## config.mk

```make
export PLATFORM = sky130hd
export DESIGN_NAME = key_click_decoder
export DESIGN_NICKNAME = d
export VERILOG_FILES = /design/src/rtl/key_click_decoder_pkg.sv /design/src/rtl/key_click_decoder.sv
export SDC_FILE = /design/constraint.sdc
export NUM_CORES = 1
export LEC_CHECK = 0
export CAP_MARGIN = 30
export CORE_MARGIN = 2
export CORE_UTILIZATION = 30
export DETAILED_ROUTE_END_ITERATION = 6
export PLACE_DENSITY = 0.44
export SETUP_SLACK_MARGIN = 0.3
export SLEW_MARGIN = 20
export SYNTH_ARGS = -nofsm -noshare
export SYNTH_HDL_FRONTEND = slang
export SYNTH_SLANG_ARGS = --single-unit
```

## constraint.sdc

```tcl
create_clock -name clkin -period 4.2 [get_ports clkin]
set_clock_uncertainty 0.1 [all_clocks]
set_input_delay 0.84 -clock clkin [delete_from_list [all_inputs] [get_ports clkin]]
set_output_delay 0.84 -clock clkin [all_outputs]
set_load 0.02 [all_outputs]
```

## src/rtl/key_click_decoder_pkg.sv

```systemverilog
// Shared state encoding and elaboration helpers for key gesture decoders.
// Any future keypad or gesture block imports this package.
package key_click_decoder_pkg;

  localparam logic [2:0] KS_IDLE   = 3'd0;
  localparam logic [2:0] KS_PRESS1 = 3'd1;
  localparam logic [2:0] KS_WAIT2  = 3'd2;
  localparam logic [2:0] KS_PRESS2 = 3'd3;
  localparam logic [2:0] KS_LONG   = 3'd4;

  function automatic longint unsigned max3(input longint unsigned a,
                                           input longint unsigned b,
                                           input longint unsigned c);
    longint unsigned m;
    m = (a > b) ? a : b;
    return (m > c) ? m : c;
  endfunction

endpackage

```

## src/rtl/key_click_decoder.sv

```systemverilog
// Classifies debounced press/release edge pulses into single click, double click,
// long press and long-press auto-repeat gestures. One instance per key.
module key_click_decoder
  import key_click_decoder_pkg::*;
#(
  parameter int          CNT_W        = 24,
  parameter int unsigned LONG_CNT     = 12_500_000,
  parameter int unsigned GAP_CNT      = 10_000_000,
  parameter int unsigned REPEAT_CNT   = 5_000_000,
  parameter bit          PRESS_ON_POS = 1'b1
) (
  input  logic clkin,
  input  logic rst_n,
  input  logic key_posedge,
  input  logic key_negedge,
  output logic click_single,
  output logic click_double,
  output logic long_start,
  output logic long_repeat,
  output logic key_held
);

  localparam longint unsigned MAX_CNT = max3(LONG_CNT, GAP_CNT, REPEAT_CNT);

  if (CNT_W < 1 || CNT_W > 62 || MAX_CNT >= (64'd1 << CNT_W)) begin : g_cnt_w_chk
    $error("key_click_decoder: CNT_W too narrow for the largest count");
  end
  if (LONG_CNT < 2 || GAP_CNT < 2 || REPEAT_CNT < 2) begin : g_cnt_min_chk
    $error("key_click_decoder: LONG_CNT, GAP_CNT and REPEAT_CNT must be >= 2");
  end

  localparam logic [CNT_W-1:0] LONG_M   = CNT_W'(LONG_CNT - 1);
  localparam logic [CNT_W-1:0] GAP_M    = CNT_W'(GAP_CNT - 1);
  localparam logic [CNT_W-1:0] REPEAT_M = CNT_W'(REPEAT_CNT - 1);

  logic [2:0]       state_q, state_d;
  logic [CNT_W-1:0] cnt_q, cnt_d;
  logic             cs_q, cs_d, cd_q, cd_d, ls_q, ls_d, lr_q, lr_d, held_q, held_d;
  logic             press, release_e, one_edge;

  // Simultaneous edges cancel out; otherwise map edges to press/release by polarity.
  assign one_edge  = key_posedge ^ key_negedge;
  assign press     = one_edge & (PRESS_ON_POS ? key_posedge : key_negedge);
  assign release_e = one_edge & (PRESS_ON_POS ? key_negedge : key_posedge);

  always_comb begin
    state_d = state_q;
    cs_d    = 1'b0;
    cd_d    = 1'b0;
    ls_d    = 1'b0;
    lr_d    = 1'b0;
    case (state_q)
      KS_IDLE: if (press) state_d = KS_PRESS1;
      KS_PRESS1: begin
        if (release_e) state_d = KS_WAIT2;
        else if (cnt_q == LONG_M) begin
          state_d = KS_LONG;
          ls_d    = 1'b1;
        end
      end
      KS_WAIT2: begin
        if (press) state_d = KS_PRESS2;
        else if (cnt_q == GAP_M) begin
          state_d = KS_IDLE;
          cs_d    = 1'b1;
        end
      end
      KS_PRESS2: begin
        if (release_e) begin
          state_d = KS_IDLE;
          cd_d    = 1'b1;
        end else if (cnt_q == LONG_M) begin
          state_d = KS_LONG;
          cs_d    = 1'b1;
          ls_d    = 1'b1;
        end
      end
      KS_LONG: begin
        if (release_e) state_d = KS_IDLE;
        else if (cnt_q == REPEAT_M) lr_d = 1'b1;
      end
      default: state_d = KS_IDLE;
    endcase
  end

  // The counter restarts on any state change and on each repeat, so it never wraps.
  always_comb begin
    cnt_d = cnt_q + 1'b1;
    if (state_q == KS_IDLE || state_d != state_q || lr_d) cnt_d = '0;
  end

  assign held_d = (state_d == KS_PRESS1) || (state_d == KS_PRESS2) || (state_d == KS_LONG);

  always_ff @(posedge clkin or negedge rst_n) begin
    if (!rst_n) begin
      state_q <= KS_IDLE;
      cnt_q   <= '0;
      cs_q    <= 1'b0;
      cd_q    <= 1'b0;
      ls_q    <= 1'b0;
      lr_q    <= 1'b0;
      held_q  <= 1'b0;
    end else begin
      state_q <= state_d;
      cnt_q   <= cnt_d;
      cs_q    <= cs_d;
      cd_q    <= cd_d;
      ls_q    <= ls_d;
      lr_q    <= lr_d;
      held_q  <= held_d;
    end
  end

  assign click_single = cs_q;
  assign click_double = cd_q;
  assign long_start   = ls_q;
  assign long_repeat  = lr_q;
  assign key_held     = held_q;

endmodule

```

==> results of run 1 <==
## worst min path at each step
stage	slack, ns	cells after the start	from	to
final	0.41	1	cnt_q[0]$_DFF_PN0_	cnt_q[0]$_DFF_PN0_
after global routing	0.44	1	cnt_q[0]$_DFF_PN0_	cnt_q[0]$_DFF_PN0_
after CTS	0.41	1	cnt_q[0]$_DFF_PN0_	cnt_q[0]$_DFF_PN0_
after detailed placement	0.39	1	cnt_q[0]$_DFF_PN0_	cnt_q[0]$_DFF_PN0_
after global placement	0.38	1	cnt_q[0]$_DFF_PN0_	cnt_q[0]$_DFF_PN0_
after floorplan	0.36	1	cnt_q[0]$_DFF_PN0_	cnt_q[0]$_DFF_PN0_
## layout make-up
cell class	count	area, um^2
inverters	4	15.0
repair buffers	10	95.1
multi-input cells	135	971
clock buffers	8	90.1
fillers	617	3890
well taps	75	93.8
flip-flops and latches	32	801
## synthesized netlist by cell type, drive strengths merged (3+ instances only)
library cell  instances
xor2                  6
a21oi                 4
buf                   5
nor3b                 3
nand3                 6
clkbuf                3
nand2                12
inv                   4
xnor2                14
nor2                  8
and4                  6
a211oi                3
nand4                 8
nor3                 30
nor4                  4
and3                  3
dfrtp                32
## sequential cells by signal, summed over array words and instances, names as in the netlist
register,count
cnt_q,24
key_held,1
state_q,3
click_double,1
long_start,1
click_single,1
long_repeat,1
## kinds of logic after synthesis
family	after synthesis
simple gates	98
flops	32
xor+xnor	20
compound gates	16
buf+inv	12
fa+ha+maj	1
## worst register-to-register path: stages, from the launching register on
cell,delay (ns)
dfrtp_1,0.44
or3_1,0.41
nor4b_1,0.47
nand4_1,0.22
a22oi_4,0.70
nor3_1,0.16
## power breakdown
part           internal [mW]  switching (mW)  leakage, nW  total (mW)
logic                 0.0437          0.0929        0.299       0.137
registers              0.327          0.0282        0.438       0.355
clock network          0.134           0.112       0.0455       0.245
## layer usage
metal	vias to the layer above	part of all wire (%)
li1	674	-
met3	6	3.5
met2	19	47
met5	-	0
met1	674	48
met4	0	1.4
==> results.yml, run 1 <==
critical_path:
  critPathArrivalTime_ns: 2.78
  r2r_end: "cnt_q[9]$_DFF_PN0_"
  slowest_stage: "a22oi_4"
  crit_chain: "clkdlybuf4s50_1, nand2b_1, and4_1, nand4_1, a22oi_4, nor3_1"
  cp_top_family: "simple AND/OR/NAND/NOR gates"
  crit_end: "cnt_q[9]$_DFF_PN0_"
  end_kind: "flop"
  worst-path-max-fanout: 24
  cp_data_required_time_ns: 4.23
  rr_startpoint: "cnt_q[17]$_DFF_PN0_"
  slowest_delay_ns: 0.70
  cp_num_cells: 6
  critPathLaunchType: "primary input"
  r2r_cells: 5
  crit_start: "key_negedge"
  path_buf_inv: 1
  critPathKind: "primary input to flop"
  rrSetupSlack_ns: 1.55
global_routing:
  met1_usage_pct: 17.6
  grt_pass1_wl_um: 6660
  antenna_found_initial: 0
  grt_pass1_vias: 1305
  gr-usage-met3_pct: 3.59
  overflow: 0
  grt_usage_pct: 13.1
  busiest_layer: "met2"
  grt_use_met2_pct: 20.5
  grt_max_degree: 33
logic_synthesis:
  ys.flop_type: "dfrtp_1"
  synth_top_family_by_area: "simple AND/OR/NAND/NOR gates"
  synth_edf_count: 0
  synth_area_um2: 1850
  netlist.area_leader.share_pct: 43.2
  synthMuxAreaShare_pct: 0
  synth-compound-area-share_pct: 7.02
  async_flop_share_pct: 100
  synth_seq_area_share_pct: 43.2
  syn_nets: 184
  synth_cell_types: 44
  synth-seq-cells: 32
  syn_inst: 179
  yosysWarnings: 0
  yosys.area_share.simple_pct: 35.2
  syn_avg_cell_area_um2: 10.4
  synthAdderAreaFrac_pct: 0.675
  ys_top_cells_by_area: "dfrtp_1, xnor2_1, nor3_2"
  netlist.top_cell.by_area: "dfrtp_1"
  synth_xor_area_share_pct: 9.45
timing:
  setup_violations: 0
  worstMarginPinSlew_ns: 0.820
  slew_viol_final: 0
  hold_violations: 0
  relSlewSlack_pct: 45.3
  fin_crit_ns: 2.75
  setup-tns-final_ns: 0
  rsz0062_at_grt: "no"
  clock.fmax_ghz: 0.363
  finalCritPeriodShare_pct: 65.5
  setup_ws_ns: 1.45
  hold_ws_ns: 0.407
layout:
  stdcell_count: 264
  fin_nets: 193
  antenna-diode-count: 0
  drive_above_1_share_pct: 14.3
  fin_area_um2: 2070
  area_growth_syn_to_layout_pct: 11.4
  mostFrequentLayoutCells: "dfrtp_1, nor3_1, xnor2_1"
  final_common_cell: "dfrtp_1"
  final_util_pct: 34.7
routing:
  ant_nets: 0
  routedWlPerCell_um: 15.0
  vias: 1373
  vias_per_cell: 5.20
  firstDrtPassIters: 4
  drtIter0Drc: 88
  wl_um: 3970
  route.detailed.drc: 0
cts:
  postCtsSetupRepairBufs: 0
  cts_tree: "yes"
  ctsResizeCount: 0
  clock_latency_ns: 0.28
  cts.path.max_buffers: 2
  root_buffer: "clkbuf_8"
  cts_made_buffers: 5
  cts_sinks: 32
  cts.clk_slew.worst_paths_ns: 0.07
  cts-hold-fix-buffers: 0
  htreeDepth: 2
outcome:
  status: "finished, final reports clean"
die:
  die_w_um: 82.6
  start_util_pct: 31.1
  num_rows: 28
  core_area_um2: 5960
  die_height_um: 82.6
  die-area_um2: 6830
  io_pins: 9
pwr:
  power_density_nw_per_um2: 357
  power_leakage_nw: 0.783
  ir_worst_vdd_uv: 163
  power_uw: 737
placed_design:
  gp_congestion: 0.763
  dpl.hpwl_um: 2780
  place_ws_ns: 1.13
  numPortBuffers: 8
  placed_cell_area_um2: 1980
  dp.cells: 256
job:
  drv_cap: 0
min_path:
  hold_class: "flop to flop"
No activity file was read; power rests on OpenSTA's default activity.
==> inputs of run 2 (changes only) <==
Clock period 4.2 ns to 2.8 ns, I/O delays scaled along.
==> run 2 against run 1 <==
Net effect:
- power up 51%
- sequential power up 50%
- non-clock buffer count up 2
- sequential cell count unchanged
- first-iteration DRC count down 33%
- global-route usage up 0.30 points
- largest cell class unchanged
- largest power group unchanged
==> results.yml, run 2 (same netlist as run 1, synthesis figures left out) <==
outcome:
  status: "finished, final reports clean"
die:
  num_rows: 28
  core_area_um2: 5960
  die_w_um: 82.6
  die-area_um2: 6830
  io_pins: 9
  die_height_um: 82.6
  start_util_pct: 31.1
layout:
  drive_above_1_share_pct: 15.2
  fin_nets: 195
  top_regs: "cnt_q (24), state_q (3)"
  multi_input_area_um2: 971
  final_common_cell: "dfrtp_1"
  antenna-diode-count: 0
  area_growth_syn_to_layout_pct: 12.9
  top_register: "cnt_q"
  mostFrequentLayoutCells: "dfrtp_1, nor3_1, xnor2_1"
  nFillCells: 615
  seq_area_um2: 801
  largest_register_ffs: 24
critical_path:
  critPathKind: "flop to flop"
  critPathArrivalTime_ns: 2.37
  cp_data_required_time_ns: 2.85
  critPathLaunchType: "flop"
  worst-path-max-fanout: 24
  end_kind: "flop"
global_routing:
  grt_max_degree: 33
  grt_usage_pct: 13.4
  grt_pass1_wl_um: 6790
  antenna_found_initial: 0
  grt_pass1_vias: 1321
  overflow: 0
routing:
  vias: 1357
  firstDrtPassIters: 4
  ant_nets: 0
  route.detailed.drc: 0
  drtIter0Drc: 59
  vias_per_cell: 5.10
  routedWlPerCell_um: 15.3
  wl_um: 4070
cts:
  cts-hold-fix-buffers: 0
  root_buffer: "clkbuf_8"
  cts_tree: "yes"
  cts.clk_slew.worst_paths_ns: 0.06
  cts_sinks: 32
  htreeDepth: 2
  clock_latency_ns: 0.28
  cts.path.max_buffers: 2
  ctsResizeCount: 0
  cts_made_buffers: 5
  postCtsSetupRepairBufs: 0
timing:
  fin_crit_ns: 2.31
  worstMarginPinSlew_ns: 0.677
  setup-tns-final_ns: 0
  rsz0062_at_grt: "no"
  finalCritPeriodShare_pct: 82.6
  slew_viol_final: 0
  hold_violations: 0
  clock.fmax_ghz: 0.432
  relSlewSlack_pct: 54.5
  setup_violations: 0
pwr:
  power_leakage_nw: 0.797
  ir_worst_vdd_uv: 211
  power_mw: 1.12
  power_density_nw_per_um2: 533
job:
  drv_cap: 0
min_path:
  hold_class: "flop to flop"
placed_design:
  numPortBuffers: 8
  dpl.hpwl_um: 2800
  gp_congestion: 0.789
==> run 2: cell types whose count changed in the layout (fill, tap and decap cells not counted) <==
cell	before	now
buf_12	0	1
buf_4	2	3
==> run 2: path summary, 6_finish.rpt <==
kind / from / to / slack [ns] / depth (start not counted)
worst max register to register: cnt_q[16]$_DFF_PN0_ / cnt_q[7]$_DFF_PN0_ / 0.49 / 6
max in group asynchronous: rst_n / cnt_q[14]$_DFF_PN0_ / 1.71 / 2
worst min-delay path: cnt_q[0]$_DFF_PN0_ / cnt_q[0]$_DFF_PN0_ / 0.40 / 1
worst min register to register: cnt_q[0]$_DFF_PN0_ / cnt_q[0]$_DFF_PN0_ / 0.40 / 1
min in group asynchronous: rst_n / state_q[0]$_DFF_PN0_ / 0.58 / 2
worst max-delay path: cnt_q[16]$_DFF_PN0_ / cnt_q[7]$_DFF_PN0_ / 0.49 / 6
==> run 2: per-stage QoR <==
step	hold WS, ns	util [%]	instances	setup slack [ns]	area (um^2)
floorplan	0.164	-	179	0.712	1850
global placement	0.378	33.6	258	0.416	2000
detailed placement	0.395	33.6	258	0.395	2000
CTS	0.407	35.1	266	0.441	2090
global route	0.420	35.1	266	0.339	2090
finish	0.400	35.1	266	0.486	2090
==> run 2: layout make-up <==
class / instances / share of cell area (%)
tap: 75 / 4.48
inverter: 4 / 0.717
timing repair buffer: 12 / 5.86
multi-input combinational: 135 / 46.4
sequential: 32 / 38.3
clock buffer: 8 / 4.30
==> run 2: critical path, cell delays in order (launching register included) <==
cell	delay [ns]
dfrtp_1	0.44
or4b_1	0.57
nor4_2	0.16
nand4_1	0.23
a41oi_2	0.24
buf_4	0.34
nor3_1	0.10
==> run 2: where the power goes <==
part	internal [mW]	switching (mW)
registers	0.490	0.0423
clock network	0.200	0.163
logic	0.0781	0.141
==> run 2: per-layer routing <==
metal  part of all wire [%]  GRT usage, %  up-vias
li1                       -             -      677
met2                     48          21.2       16
met5                      0             0        -
met4                    1.3          4.43        0
met3                    3.0          3.59        5
met1                     48          17.6      659
